File: src/rtl/tm1638_sched_types.sv
// Shared types and constants for the TM1638 frame scheduler.
//   sched_state_t : scheduler FSM states (also exported on the diagnostic port)
//   word_t        : one SPI FIFO word, {last, byte}; last=1 releases STB after the byte
//   CMD_*         : TM1638 command bytes used by the scheduler
//   disp_ctrl()   : builds the display-control command byte
//   seg_addr()    : display RAM address of segment grid n
//   led_addr()    : display RAM address of LED n
package tm1638_sched_types;

    typedef enum logic [2:0] {
        IDLE = 3'd0,
        CFG  = 3'd1,
        CMD  = 3'd2,
        ADDR = 3'd3,
        DATA = 3'd4
    } sched_state_t;

    // Data command: write, fixed address.
    localparam logic [7:0] CMD_DATA_FIXED = 8'h44;
    // Address command base; low nibble carries the RAM address.
    localparam logic [7:0] CMD_ADDR       = 8'hC0;
    // Display control base; bit3 = on, bits[2:0] = brightness.
    localparam logic [7:0] CMD_DISP       = 8'h80;

    typedef struct packed {
        logic       last;
        logic [7:0] data;
    } word_t;

    function automatic logic [7:0] disp_ctrl(input logic on, input logic [2:0] bright);
        return CMD_DISP | {4'b0000, on, bright};
    endfunction

    function automatic logic [3:0] seg_addr(input logic [2:0] grid);
        return {grid, 1'b0};
    endfunction

    function automatic logic [3:0] led_addr(input logic [2:0] led);
        return {led, 1'b1};
    endfunction

endpackage

File: src/rtl/tm1638_rr_pick.sv
// Combinational 16-way round-robin picker.
//   req     : one request bit per display RAM address
//   ptr     : search starts here, wrapping 15 -> 0
//   gnt_idx : first requesting index at or after ptr (0 when nothing requests)
//   any     : at least one request bit is set
module tm1638_rr_pick (
    input  logic [15:0] req,
    input  logic [3:0]  ptr,
    output logic [3:0]  gnt_idx,
    output logic        any
);

    always_comb begin
        gnt_idx = 4'd0;
        any     = |req;
        // Walk from the farthest offset down so the nearest request is the last one written.
        for (int i = 15; i >= 0; i--) begin
            if (req[ptr + 4'(i)]) begin
                gnt_idx = ptr + 4'(i);
            end
        end
    end

endmodule

File: src/rtl/tm1638_sched.sv
// TM1638 frame scheduler.
// Keeps a shadow of the 16-byte display RAM plus display-control state, marks changed
// addresses dirty, and turns pending changes into TM1638 command frames for the SPI FIFO.
// Display-control frames go first; address frames are served round-robin, one at a time.
//   i_Clk, i_Rst          : clock, synchronous active-high reset
//   i_Seg_Valid/Grid/Data : write a segment byte to RAM address 2*grid
//   i_Leds_Valid, i_Leds  : LED n drives bit0 of RAM address 2n+1
//   i_Cfg_Valid, i_Bright, i_Display_On : display-control update
//   o_Word, o_Word_Valid  : registered FIFO word {last, byte} and its valid
//   i_FIFO_Full           : FIFO backpressure; a word moves when valid && !full
//   o_Busy                : a frame is in flight or something is still pending
//   o_Diag_State          : current scheduler state
module tm1638_sched
    import tm1638_sched_types::*;
#(
    parameter logic [2:0] DEFAULT_BRIGHT = 3'd7,
    parameter logic       DEFAULT_ON     = 1'b1
) (
    input  logic         i_Clk,
    input  logic         i_Rst,
    input  logic         i_Seg_Valid,
    input  logic [2:0]   i_Seg_Grid,
    input  logic [7:0]   i_Seg_Data,
    input  logic         i_Leds_Valid,
    input  logic [7:0]   i_Leds,
    input  logic         i_Cfg_Valid,
    input  logic [2:0]   i_Bright,
    input  logic         i_Display_On,
    output logic [8:0]   o_Word,
    output logic         o_Word_Valid,
    input  logic         i_FIFO_Full,
    output logic         o_Busy,
    output sched_state_t o_Diag_State
);

    // Shadow of display RAM and control state.
    logic [7:0]   ram_q [16];
    logic [7:0]   ram_d [16];
    logic [15:0]  dirty_q, dirty_d;
    logic         cfg_dirty_q, cfg_dirty_d;
    logic [2:0]   bright_q, bright_d;
    logic         on_q, on_d;

    // Scheduler state.
    sched_state_t state_q, state_d;
    logic [3:0]   rr_ptr_q, rr_ptr_d;
    logic [3:0]   addr_q, addr_d;
    // Payload byte latched at frame start: the control byte for CFG, ram[a] for address frames.
    logic [7:0]   data_q, data_d;

    // Registered FIFO interface.
    word_t        word_q, word_d;
    logic         valid_q, valid_d;

    logic         accept;
    logic [3:0]   pick_idx;
    logic         pick_any;

    tm1638_rr_pick u_rr_pick (
        .req     (dirty_q),
        .ptr     (rr_ptr_q),
        .gnt_idx (pick_idx),
        .any     (pick_any)
    );

    assign accept = valid_q && !i_FIFO_Full;

    always_comb begin
        ram_d       = ram_q;
        dirty_d     = dirty_q;
        cfg_dirty_d = cfg_dirty_q;
        bright_d    = bright_q;
        on_d        = on_q;
        state_d     = state_q;
        rr_ptr_d    = rr_ptr_q;
        addr_d      = addr_q;
        data_d      = data_q;
        word_d      = word_q;
        valid_d     = valid_q;

        unique case (state_q)
            IDLE: begin
                if (cfg_dirty_q) begin
                    data_d      = disp_ctrl(on_q, bright_q);
                    cfg_dirty_d = 1'b0;
                    word_d.last = 1'b1;
                    word_d.data = disp_ctrl(on_q, bright_q);
                    valid_d     = 1'b1;
                    state_d     = CFG;
                end else if (pick_any) begin
                    addr_d            = pick_idx;
                    data_d            = ram_q[pick_idx];
                    dirty_d[pick_idx] = 1'b0;
                    rr_ptr_d          = pick_idx + 4'd1;
                    word_d.last       = 1'b1;
                    word_d.data       = CMD_DATA_FIXED;
                    valid_d           = 1'b1;
                    state_d           = CMD;
                end
            end
            CFG: begin
                if (accept) begin
                    valid_d = 1'b0;
                    state_d = IDLE;
                end
            end
            CMD: begin
                if (accept) begin
                    // STB stays low between the address and data bytes.
                    word_d.last = 1'b0;
                    word_d.data = CMD_ADDR | {4'b0000, addr_q};
                    state_d     = ADDR;
                end
            end
            ADDR: begin
                if (accept) begin
                    word_d.last = 1'b1;
                    word_d.data = data_q;
                    state_d     = DATA;
                end
            end
            DATA: begin
                if (accept) begin
                    valid_d = 1'b0;
                    state_d = IDLE;
                end
            end
            default: begin
                valid_d = 1'b0;
                state_d = IDLE;
            end
        endcase

        // Producer writes come after the pick so a set in the same cycle beats the clear.
        if (i_Seg_Valid) begin
            ram_d[seg_addr(i_Seg_Grid)]   = i_Seg_Data;
            dirty_d[seg_addr(i_Seg_Grid)] = 1'b1;
        end

        if (i_Leds_Valid) begin
            for (int n = 0; n < 8; n++) begin
                if (i_Leds[n] != ram_q[led_addr(3'(n))][0]) begin
                    ram_d[led_addr(3'(n))]   = {7'b0000000, i_Leds[n]};
                    dirty_d[led_addr(3'(n))] = 1'b1;
                end
            end
        end

        if (i_Cfg_Valid) begin
            bright_d    = i_Bright;
            on_d        = i_Display_On;
            cfg_dirty_d = 1'b1;
        end
    end

    always_ff @(posedge i_Clk) begin
        if (i_Rst) begin
            // Everything dirty: the first pass after reset rewrites the whole display.
            ram_q       <= '{default: 8'h00};
            dirty_q     <= 16'hFFFF;
            cfg_dirty_q <= 1'b1;
            bright_q    <= DEFAULT_BRIGHT;
            on_q        <= DEFAULT_ON;
            state_q     <= IDLE;
            rr_ptr_q    <= 4'd0;
            addr_q      <= 4'd0;
            data_q      <= 8'h00;
            word_q      <= '0;
            valid_q     <= 1'b0;
        end else begin
            ram_q       <= ram_d;
            dirty_q     <= dirty_d;
            cfg_dirty_q <= cfg_dirty_d;
            bright_q    <= bright_d;
            on_q        <= on_d;
            state_q     <= state_d;
            rr_ptr_q    <= rr_ptr_d;
            addr_q      <= addr_d;
            data_q      <= data_d;
            word_q      <= word_d;
            valid_q     <= valid_d;
        end
    end

    assign o_Word       = word_q;
    assign o_Word_Valid = valid_q;
    assign o_Busy       = (state_q != IDLE) || (|dirty_q) || cfg_dirty_q;
    assign o_Diag_State = state_q;

endmodule

File: config.mk
export PLATFORM = sky130hd
export DESIGN_NAME = tm1638_sched
export DESIGN_NICKNAME = d
export VERILOG_FILES = /design/src/rtl/tm1638_sched_types.sv /design/src/rtl/tm1638_rr_pick.sv /design/src/rtl/tm1638_sched.sv
export SDC_FILE = /design/constraint.sdc
export NUM_CORES = 1
export LEC_CHECK = 0
export ABC_CLOCK_PERIOD_IN_PS = 4500
export CAP_MARGIN = 0
export CORE_MARGIN = 4
export CORE_UTILIZATION = 55
export CTS_CLUSTER_DIAMETER = 120
export DETAILED_ROUTE_END_ITERATION = 8
export PLACE_DENSITY = 0.88
export SLEW_MARGIN = 20
export SYNTH_ARGS = -nofsm -noshare
export SYNTH_HDL_FRONTEND = slang
export SYNTH_SLANG_ARGS = --single-unit
File: constraint.sdc
create_clock -name i_Clk -period 4.5 [get_ports i_Clk]
set_clock_uncertainty 0.05 [all_clocks]
set_input_delay 0.9 -clock i_Clk [delete_from_list [all_inputs] [get_ports i_Clk]]
set_output_delay 0.9 -clock i_Clk [all_outputs]
set_load 0.01 [all_outputs]
* After elaboration in Yosys (flattened, before gate mapping)
Index checks and enable logic that the tools add are counted.
** Cells by class
- Reduce and logical (&&, ||, !) cells :: 20
- Div/mod/pow operators :: 0
- Equality and inequality tests :: 16
- Bitwise operators :: 7
- Order comparisons :: 23
- Multiply operators :: 0
- Shift-type cells :: 0
- Add/subtract/negate cells :: 16
- Mux-type cells :: 112
** Operator list (number)
- two-way mux 8 bit :: 21
- bitwise mux 128 bit :: 1
- two-way mux 120 bit :: 1
- less-than comparator 4 x 5 -> 1 bit (second input constant) :: 18
- binary-select mux 1 bit (select 4 bit) :: 16
- two-way mux 16 bit :: 4
- two-way mux 4 bit :: 16
- two-way mux 1 bit :: 37
- two-way mux 9 bit :: 4
- adder 4 bit (second input constant) :: 8
- binary-select mux 8 bit (select 4 bit) :: 1
- demux 8 bit (select 4 bit) :: 1
- case mux 9 bit (3 select lines) :: 1
- adder 4 x 3 -> 4 bit (second input constant) :: 4
- AND 16 bit :: 1
- inverter 16 bit :: 1
- OR 16 x 15 -> 16 bit :: 1
- OR reduction 16 bit :: 1
- two-way mux 3 bit :: 5
- case mux 3 bit (4 select lines) :: 1
- greater-or-equal comparator 5 bit (second input constant) :: 2
- inverter 4 -> 5 bit :: 2
- adder 4 x 1 -> 4 bit (second input constant) :: 2
- adder 4 x 2 -> 4 bit (second input constant) :: 2
- 23 further kinds :: 43
** Storage, ports and cells
- Register bits :: 178
- Output and inout port bits :: 14
- Bits in latches :: 0
- Memories :: 0
- Memory bits (writable) :: 0
- Memory bits (read-only) :: 0
- Bits of input ports :: 29

* Depth between registers and ports, before layout
- Word-level depth :: 32
- Gate-level depth with buffers :: 21
- Mapped depth without buffers :: 13

* Modules after synthesis
From an unflattened synthesis, not the netlist that was laid out.
** Second synthesis, totals
- Cell total of the unflattened synthesis :: 896
- Area total of the unflattened synthesis :: 7871.3 um^2
** By module, submodules not included
- tm1638_sched :: sequential area each 2442.3 um^2, times used 1, cells an instance 640, area an instance 5462.7 um^2
- tm1638_rr_pick :: sequential area each 0.0 um^2, times used 1, cells an instance 256, area an instance 2408.6 um^2

* Worst setup path after synthesis
OpenSTA, ideal clock, no wires.
- Path type :: flip-flop to flip-flop
- Start :: register rr_ptr_q[1]
- End :: register data_q[0]
- Arrival :: 4542 ps
- Path slack :: -214 ps
- Cell stages (with the launch flop) :: 19
- Buffers on the path :: 5
- Cell sequence :: dfxtp_1 > buf_2 > buf_2 > buf_2 > inv_1 > ha_1 > buf_1 > mux4_2 > mux2_2 > mux2i_2 > o21ai_0 > a221o_1 > o211ai_1 > o22a_1 > buf_2 > mux2_2 > a311o_1 > nor3_1 > a211oi_1
** Between the ends
- Cells in the longest elaborated chain, start to end :: 25
- Elaborated cells between the ends (all ways) :: 69
- Classes of those cells :: add/sub: 15; mux: 53; bitwise: 1
** Ends and longest elaborated chain
- from (decl) :: RTL line tm1638_sched.sv:46 : logic [3:0] rr_ptr_q, rr_ptr_d;
- from (signal assigned) :: RTL line tm1638_sched.sv:177 : rr_ptr_q <= rr_ptr_d;
- adder 4 bit :: RTL line tm1638_rr_pick.sv:18, tm1638_rr_pick.sv:19
- binary-select mux 1 bit (select 4 bit) :: RTL line tm1638_rr_pick.sv:18 : if (req[ptr + 4'(i)]) begin
- two-way mux 1 bit (implied by the code) :: RTL line tm1638_rr_pick.sv:18
- two-way mux 4 bit (15 in a row) :: RTL line tm1638_rr_pick.sv:18
- two-way mux 4 bit (*) :: RTL line tm1638_rr_pick.sv:18
- inverter 4 -> 5 bit (implied by the code) (*) :: RTL line tm1638_sched.sv:92 : data_d = ram_q[pick_idx];
- binary-select mux 8 bit (select 4 bit) (*) :: RTL line tm1638_sched.sv:92
- two-way mux 8 bit (implied by the code) (*) (2 in a row) :: RTL line tm1638_sched.sv:92
- two-way mux 8 bit (*) :: RTL line tm1638_sched.sv:90 : end else if (pick_any) begin
- two-way mux 8 bit (*) :: RTL line tm1638_sched.sv:83 : if (cfg_dirty_q) begin
- to (signal assigned) :: RTL line tm1638_sched.sv:179 : data_q <= data_d;
- to (decl) :: RTL line tm1638_sched.sv:49 : logic [7:0] data_q, data_d;
Mark *: on every way between the ends. The rest lies on a longest branch, timed or not. The select of a mux whose other input is x is not followed.
A chain may end at the register's enable or synchronous reset.

* Final worst setup path
- Start :: register rr_ptr_q[2]
- End :: register data_q[2]
Same word-level chain as after synthesis.

==> flow_metrics.tcl <==
set metrics [dict create \
    setup_viol_count_final 0 \
    critPathCaptureType "register" \
    grt_pass1_wl_um 37100 \
    path_class "reg2reg" \
    clkPwrFrac_pct 41.0 \
    synth_common_cells "174 x nand2_1, 122 x dfxtp_1, 106 x a21oi_1" \
    fin_setup_tns_ns 0 \
    ys.flop_type "dfxtp_1" \
    leakage_uw 0.003209 \
    peakVddDrop_mv 0.2949 \
    via_count 7571 \
    die_y_um 127.3 \
    power_frac_comb_pct 21.7 \
    antenna_cells 0 \
    io_pins 43 \
    drt_iter0_markers 1306 \
    clock-sinks 122 \
    layout-drive-gt1-share_pct 12.73 \
    cts_buffers 17 \
    path_max_fanout 16 \
    grt_pass1_vias 7161 \
    drc 0 \
    antenna_found_initial 0 \
    endpoint "data_q[2]$_SDFFE_PP0P_" \
    worstMarginPinSlew_ns 0.9904 \
    swShare_pct 29.02 \
    cts_tree "built" \
    portBuffers 42 \
    reg2reg_from "rr_ptr_q[2]$_SDFFE_PP0P_" \
    ys_ff_latch 122 \
    die_w_um 127.3 \
    start_kind "register" \
    required_ns 4.79 \
    gr-total-overflow 0 \
    insertion_delay_ns 0.41 \
    postCtsHoldBufs 0 \
    syn_nets 985 \
    synth_top_area_cell "dfxtp_1" \
    gp_congestion 0.9678 \
    rsz0062_at_grt "false" \
    r2r-end "data_q[2]$_SDFFE_PP0P_" \
    fillers 1113 \
    slew_viol_final 0 \
    rows 43 \
    drt-total-wl_um 23140 \
    relSlewSlack_pct 33.73 \
    maxCapViolCount 0 \
    finalHoldViolCount 0 \
    yosys_warnings 0 \
    critPathLaunch "rr_ptr_q[2]$_SDFFE_PP0P_" \
    reg2reg_slack_ns 0.24 \
    syn_avg_cell_area_um2 8.320 \
    r2r_cells 12 \
    synthArstFlopShare_pct 0 \
    via_per_inst 6.515 \
    area_growth_pct 14.88 \
    start_util_pct 56.18 \
    synth_most_common_cell "nand2_1" \
    final-seq-area_um2 2442 \
    clockRootBuffer "clkbuf_16" \
    hold_class "reg2reg" \
    yosysTopAreaCellShare_pct 31.20 \
    synthCells 941 \
    layout_min_cycle_time_ns 4.262 \
    cts-htree-levels 4 \
    cellPowerDensity_nw_per_um2 350.0 \
    synth_edf_count 0 \
    fmax_ghz 0.2346 \
    fin_crit_sh_pct 94.72 \
    pre_cts_ws_ns 0.2646 \
    grtUsageTotal_pct 28.42 \
    dp_hpwl_um 15770 \
    path_clk_slew_ns 0.05 \
    status "finished, final reports clean" \
    p_seq_share_pct 37.3 \
    ys_top_cells_by_area "dfxtp_1 31%, mux4_2 9.2%, mux2i_1 8.4%" \
    grt_max_degree 86 \
    yosysUniqueCellTypes 71 \
    clock_path_buffers 2 \
    routedWlPerCell_um 19.91 \
    netlist_area_um2 7829 \
    internal_power_uw 2234 \
    ant_nets 0 \
    switching_power_uw 913.3 \
    drt_first_pass_iters 6 \
    whs_path_depth 2 \
    worstPathArrival_ns 4.55 \
    dieArea_um2 16210 \
    multi_input_area_um2 4996 \
    setup_ws_ns 0.2376 \
    nNetsFinal 1013 \
    fp.coreArea_um2 13930 \
    postCtsSetupBuffers 0 \
    cts_resized 0 \
    yosysSeqAreaShare_pct 31.20 \
]
==> worst min path at each step <==
stage,from,to,slack [ns]
after CTS,ram_q[58]$_SDFFE_PP0P_,ram_q[58]$_SDFFE_PP0P_,0.40
after global routing,ram_q[58]$_SDFFE_PP0P_,ram_q[58]$_SDFFE_PP0P_,0.42
after floorplan,ram_q[94]$_SDFFE_PP0P_,ram_q[94]$_SDFFE_PP0P_,0.38
after global placement,ram_q[94]$_SDFFE_PP0P_,ram_q[94]$_SDFFE_PP0P_,0.39
after detailed placement,ram_q[58]$_SDFFE_PP0P_,ram_q[58]$_SDFFE_PP0P_,0.40
final,ram_q[8]$_SDFFE_PP0P_,ram_q[8]$_SDFFE_PP0P_,0.40
==> state kept, by name, summed over array words and instances, names as in the netlist, 3 cells and up <==
register,flops
dirty_q,16
data_q,8
addr_q,4
o_Word,9
o_Diag_State,3
bright_q,3
rr_ptr_q,4
ram_q,72
==> power groups by stage <==
stage | clock network [uW] | logic [uW] | registers (uW)
after floorplan | 0 | 491 | 1180
after global placement | 0 | 654 | 1190
after detailed placement | 0 | 664 | 1200
after CTS | 1290 | 670 | 1170
after global routing | 1350 | 737 | 1180
final | 1290 | 683 | 1170
==> layer usage <==
metal / GRT usage, % / routed length (um) / vias up / part of all wire [%]
li1: - / - / 3444 / -
met1: 37.72 / 9352 / 3524 / 40
met2: 44.66 / 10610 / 522 / 46
met3: 6.605 / 2329 / 81 / 10
met4: 11.92 / 844 / 0 / 3.6
met5: 0 / 0 / - / 0
==> through the flow <==
stage	area, um^2	std cells	util [%]	power [uW]	hold WS, ns
6_report	8994	1162	64.54	3148	0.4032
5_1_grt	8994	1162	64.54	3269	0.4208
4_1_cts	8985	1162	64.48	3137	0.4028
3_5_place_dp	8411	1130	60.36	1860	0.3956
3_3_place_gp	8411	1130	60.36	1848	0.3891
2_1_floorplan	7833	941	-	1671	0.3822
==> cells by family (layout without fill, tap and decap cells) <==
kind of cell / after synthesis / in the layout / share of synthesized area (%)
AND/OR/NAND/NOR: 361 / 361 / 20.63
AO/OA/AOI/OAI: 218 / 218 / 18.27
flip-flops: 122 / 122 / 31.20
multiplexers: 118 / 118 / 20.70
buffers and inverters: 94 / 135 / 5.258
adder cells (fa/ha/maj): 15 / 15 / 2.397
XOR/XNOR: 13 / 13 / 1.550
==> worst max-delay path, cell delays in order, from the launching register on <==
cell and delay [ns]:
dfxtp_1 0.41, buf_4 0.28, mux4_2 0.54, mux2i_1 0.55
mux2_2 0.40, a31oi_1 0.11, or3_4 0.36, o311ai_4 0.47
buf_4 0.30, mux2i_1 0.11, a22oi_1 0.19, nand4_1 0.17
a31oi_1 0.22
==> area by class of cell <==
class,count,share of cell area [%]
clock buffers,27,6.038
clock inverters,5,0.3478
inverters,32,1.336
multi-input cells,725,55.55
flip-flops and latches,122,27.16
well taps,180,2.504
repair buffers,71,7.067
==> placed cells by master, fill, tap and decap left out, types with 23 or more instances in the layout <==
master / synthesis / layout
a21oi_1: 106 / 106
buf_4: 5 / 30
clkdlybuf4s50_1: 0 / 41
dfxtp_1: 122 / 122
inv_1: 31 / 31
mux2i_1: 66 / 64
mux4_2: 32 / 32
nand2_1: 174 / 174
nand3_1: 23 / 23
nor2_1: 74 / 74
No activity file was read; power rests on OpenSTA's default activity.
